$ cat config.mk
export PLATFORM = sky130hd
export DESIGN_NAME = sram_word_ctrl
export DESIGN_NICKNAME = d
export VERILOG_FILES = /design/src/rtl/sram_word_ctrl.sv
export SDC_FILE = /design/constraint.sdc
export NUM_CORES = 1
export LEC_CHECK = 0
export BUFFER_PORTS_ARGS = -buffer_cell sky130_fd_sc_hd__buf_2
export CAP_MARGIN = 20
export CORE_MARGIN = 4
export CORE_UTILIZATION = 35
export CTS_CLUSTER_DIAMETER = 100
export DETAILED_ROUTE_END_ITERATION = 10
export PLACE_DENSITY = 0.54
export SLEW_MARGIN = 40
export SYNTH_ARGS = -nofsm -noshare
export SYNTH_HDL_FRONTEND = slang
export SYNTH_SLANG_ARGS = --single-unit
$ cat constraint.sdc
create_clock -name clk -period 1.43 [get_ports clk]
set_input_delay 0.286 -clock clk [delete_from_list [all_inputs] [get_ports clk]]
set_output_delay 0.286 -clock clk [all_outputs]
set_load 0.02 [all_outputs]
$ cat src/rtl/sram_word_ctrl.sv
`timescale 1ns/1ps
// sram_word_ctrl: serialises host word writes/reads into per-bit accesses on a 4x1 sram port.
// Optional WRITE_VERIFY_EN adds a read-back VERIFY pass after each write.
module sram_word_ctrl #(
   parameter int WORD_W = 4,
   parameter int ADDR_W = 2
) (
   input  logic              clk,
   input  logic              rst,
   input  logic              cmd_valid,
   output logic              cmd_ready,
   input  logic              cmd_write,
   input  logic [WORD_W-1:0] wr_data,
   output logic              rd_valid,
   output logic [WORD_W-1:0] rd_data,
   output logic              busy,
   output logic              sram_DataIn,
   output logic              sram_RW,
   output logic [ADDR_W-1:0] sram_Address,
`ifdef WRITE_VERIFY_EN
   output logic              verify_done,
   output logic              verify_err,
`endif
   input  logic              sram_DataOut
);
   localparam logic [1:0] IDLE = 2'd0, WRITE = 2'd1, READ = 2'd2;
`ifdef WRITE_VERIFY_EN
   localparam logic [1:0] VERIFY = 2'd3;
   logic err_acc, mism;
`endif
   localparam logic [ADDR_W-1:0] LAST = ADDR_W'(WORD_W - 1);
   logic [1:0]        state;
   logic [ADDR_W-1:0] cnt;
   logic [WORD_W-1:0] wd, sh, sh_nxt;
   logic              last;
   assign last         = cnt == LAST;
   assign cmd_ready    = state == IDLE;
   assign busy         = !cmd_ready;
   assign sram_RW      = state == WRITE;
   assign sram_Address = cmd_ready ? '0 : cnt;
   assign sram_DataIn  = sram_RW & wd[cnt];
`ifdef WRITE_VERIFY_EN
   assign mism = sram_DataOut != wd[cnt];
`endif
   always_comb begin
      sh_nxt      = sh;
      sh_nxt[cnt] = sram_DataOut;
   end
   always_ff @(posedge clk) begin
      if (rst) begin
         state    <= IDLE;
         cnt      <= '0;
         wd       <= '0;
         sh       <= '0;
         rd_data  <= '0;
         rd_valid <= 1'b0;
`ifdef WRITE_VERIFY_EN
         verify_done <= 1'b0;
         verify_err  <= 1'b0;
         err_acc     <= 1'b0;
`endif
      end else begin
         rd_valid <= 1'b0;
`ifdef WRITE_VERIFY_EN
         verify_done <= 1'b0;
`endif
         if (cmd_ready) begin
            if (cmd_valid) begin
               state <= cmd_write ? WRITE : READ;
               wd    <= wr_data;
               cnt   <= '0;
               sh    <= '0;
`ifdef WRITE_VERIFY_EN
               if (cmd_write) begin
                  verify_err <= 1'b0;
                  err_acc    <= 1'b0;
               end
`endif
            end
         end else begin
            cnt <= last ? '0 : cnt + 1'b1;
            sh  <= sh_nxt;
`ifdef WRITE_VERIFY_EN
            if (state == VERIFY) err_acc <= err_acc | mism;
`endif
            if (last) begin
`ifdef WRITE_VERIFY_EN
               state <= state == WRITE ? VERIFY : IDLE;
               if (state == VERIFY) begin
                  verify_done <= 1'b1;
                  verify_err  <= err_acc | mism;
               end
`else
               state <= IDLE;
`endif
               if (state == READ) begin
                  rd_data  <= sh_nxt;
                  rd_valid <= 1'b1;
               end
            end
         end
      end
   end
endmodule

==> summary.md <==
| Metric | Value |
|---|---|
| CTS sink count | 17 |
| Number of placed I/O pins | 20 |
| Slowest cell delay on critical path | 490 ps |
| Top cell type's share of synthesized area | 0.4165 |
| Slowest-stage cell, CP | mux4_2 |
| Final worst slack | -249.7 ps |
| Ranking of synthesized cells by area | dfxtp_1, mux2i_1, ha_1, nor2_1, nand3_1 |
| Net Sw Frac | 0.2800 |
| Drt via density | 4.871 |
| Area Growth Syn to Fin | 27.41% |
| Syn nets | 102 |
| Clock root buffer | clkbuf_4 |
| Buf/Inv on CP | 1 |
| Std cell rows | 17 |
| Most common cell in the synthesized netlist | dfxtp_1 |
| Setup WS pre-CTS | 16.48 ps |
| #FFs+latches synth | 17 |
| Setup Viol. Count Final | 1 |
| Syn avg cell area | 9.284 um^2 |
| Final Hold Viols | 0 |
| Combinational share of power | 0.210 |
| Mapped Area | 817.0 um^2 |
| Mapped Cells | 88 |
| Cell internal pwr | 0.0006996 W |
| Routed Antenna Nets | 0 |
| CTS tree | done |
| Die Ht | 56.32 um |
| Worst slew pin tran | 322.6 ps |
| Synth area leader | dfxtp_1 |
| Failing checks | setup timing |
| Synth unique cells | 25 |
| Global-route wire length before repair | 2.780 mm |
| Port Buffer Count | 19 |
| H-tree levels | 1 |
| Core ar. | 2212 um^2 |
| Commonest cells in the netlist | dfxtp_1, nor2_1, mux2i_1 |
| Hold WC Path Type | in2reg |
| Final Cycle Share | 1.175 |
| Largest net degree at the start of global routing | 18 |
| Hold-fix buffers at CTS | 0 |
| RSZ-0062 raised after global routing | yes |
| Prevailing post-synth register cell | dfxtp_1 |
| Slew Viols, Final | 0 |
| Max rail drop VDD | 0.4776 mV |
| Initial Utilization | 0.3693 |
| Worst Path Arrival | 1390 ps |
| Clock skew | 1.533 ps |
| DR pass1 iterations | 4 |
| Clock network power share | 0.262 |
| Die Area | 3171 um^2 |
| Total Wirelength | 1.712 mm |
| Kind of critical path | reg2out |
| Crit end category | output pin |
| Cts bufs inserted | 3 |
| Worst-path clk slew | 100 ps |
| Net Sw Power | 0.0002721 W |
| Via count | 682 |
| Crit path required time | 1140 ps |
| Highest clock rate | 595.3 MHz |
| Ys async rst share | 0 |
| Post-synth EDFFs | 0 |
| Max-cap viol count | 0 |
| Delay-heaviest family, CP | multiplexers |
| Nets | 127 |
| GRT Total Usage | 0.1117 |
| Clock Path Buffers | 2 |
| Min Tclk post-route | 1680 ps |
| Sequence of cells on the critical path | mux4_2, and2_4, buf_6 |
| Initial antenna violation count | 0 |
| Sequential share of power | 0.529 |
| Cell Area, Placed | 943.4 um^2 |
| Leakage power | 0.4346 nW |
| Cell area after layout | 1041 um^2 |
| Initial drt markers | 3 |
| GPL Wtd Cong | 0.6620 |
| Sequential share of the synthesized area | 0.4165 |
| Nature of the critical path startpoint | register |
| Final HPWL DP | 1.217 mm |
| PwrDens | 933.4 nW/um^2 |
| Synth warn | 0 |
| Setup TNS Final | -249.7 ps |
| Die width | 56.32 um |
| Clk Latency, worst-skew pair | 280 ps |
| Remaining DRCs | 0 |
| WL per Instance | 12.23 um |
| ANT cells | 0 |
| Crit path max fanout | 2 |
| Outcome | finished, violations left |
| Layout cell share with drive strength beyond 1 | 0.3661 |
| Post-layout util | 0.4706 |
| Vias in the first global route | 674 |
| Grt total ovfl | 0 |
| Max_slew headroom | 0.7849 |
-- through the flow --
stage                     hold slack (ps)  total power (W)  cells
after CTS                           227.3        0.0009552    137
after global routing                221.3         0.001029    140
after detailed placement            479.9        0.0006937    133
after global placement              467.6        0.0006909    133
after floorplan                     432.9        0.0006411     88
final                               232.2        0.0009716    140
-- final cells by class --
| cell class | count | area (um^2) |
|---|---|---|
| Multi-Input combinational cell | 61 | 440.4 |
| Clock buffer | 4 | 26.28 |
| Inverter | 5 | 26.28 |
| Tap cell | 28 | 35.03 |
| Fill cell | 241 | 1171 |
| Sequential cell | 17 | 347.8 |
| Timing Repair Buffer | 25 | 165.2 |
-- layer usage --
| layer | part of all wire | global-route usage | vias up |
|---|---|---|---|
| met2 | 0.48 | 0.1870 | 15 |
| met4 | 0.0070 | 0.06102 | 0 |
| met1 | 0.45 | 0.1266 | 313 |
| met5 | 0 | 0 | - |
| met3 | 0.056 | 0.03218 | 2 |
| li1 | - | - | 352 |
-- worst paths after layout --
path / from / endpoint / slack (ps) / depth (start not counted)
worst max-delay path: cnt[0]$_SDFFE_PP0P_ / sram_DataIn / -250 / 3
worst min-delay path: wr_data[2] / wd[2]$_SDFFE_PP0P_ / 230 / 3
worst max register to register: cnt[0]$_SDFFE_PP0P_ / rd_data[3]$_SDFFE_PP0P_ / 190 / 5
worst min register to register: sh[0]$_SDFFE_PP0P_ / sh[0]$_SDFFE_PP0P_ / 490 / 2
-- worst min-delay path, stage by stage --
cell     delay, ps
buf_2           70
mux2i_1         50
nor2_1          70
-- power groups by stage --
stage                     registers, W  logic, W  clock network, W
after floorplan               0.000521  0.000120                 0
after global placement        0.000522  0.000169                 0
after detailed placement      0.000523  0.000171                 0
after CTS                     0.000514  0.000176          0.000266
after global routing          0.000517  0.000220          0.000291
final                         0.000514  0.000204          0.000254
-- cell families (layout without fill, tap and decap cells) --
family,after synthesis,after routing,share of synthesized area
adder cells (fa/ha/maj),5,5,0.07657
AND/OR/NAND/NOR,35,35,0.2251
buffers and inverters,10,34,0.05511
AO/OA/AOI/OAI,12,12,0.1011
flip-flops,17,17,0.4165
multiplexers,9,9,0.1256
-- state kept, by name (all words and copies together) (netlist names) --
signal,cells
rd_data,4
sh,4
wd,4
state,2
cnt,2
rd_valid,1
-- cells in the final DEF (no fill, tap or decap), drive strengths merged, types with 2 or more instances in the layout --
| cell | Yosys | layout |
|---|---|---|
| nand3b | 3 | 3 |
| a21oi | 2 | 2 |
| inv | 5 | 4 |
| a211oi | 4 | 4 |
| ha | 5 | 5 |
| buf | 3 | 25 |
| nand2 | 6 | 6 |
| mux2i | 8 | 8 |
| nor2 | 13 | 13 |
| clkbuf | 2 | 4 |
| nand3 | 6 | 6 |
| a32oi | 2 | 2 |
| dfxtp | 17 | 17 |
| a31oi | 4 | 4 |
-- repair_timing --
| action | CTS | global route |
|---|---|---|
| gates resized for setup | 7 | 14 |
| endpoints found under the setup margin | 4 | 8 |
| pin swaps | 1 | 2 |
| buffers inserted | 0 | 4 |
| hold endpoints to repair | 0 | 0 |
Note: power is estimated with default switching activity, not from simulation.
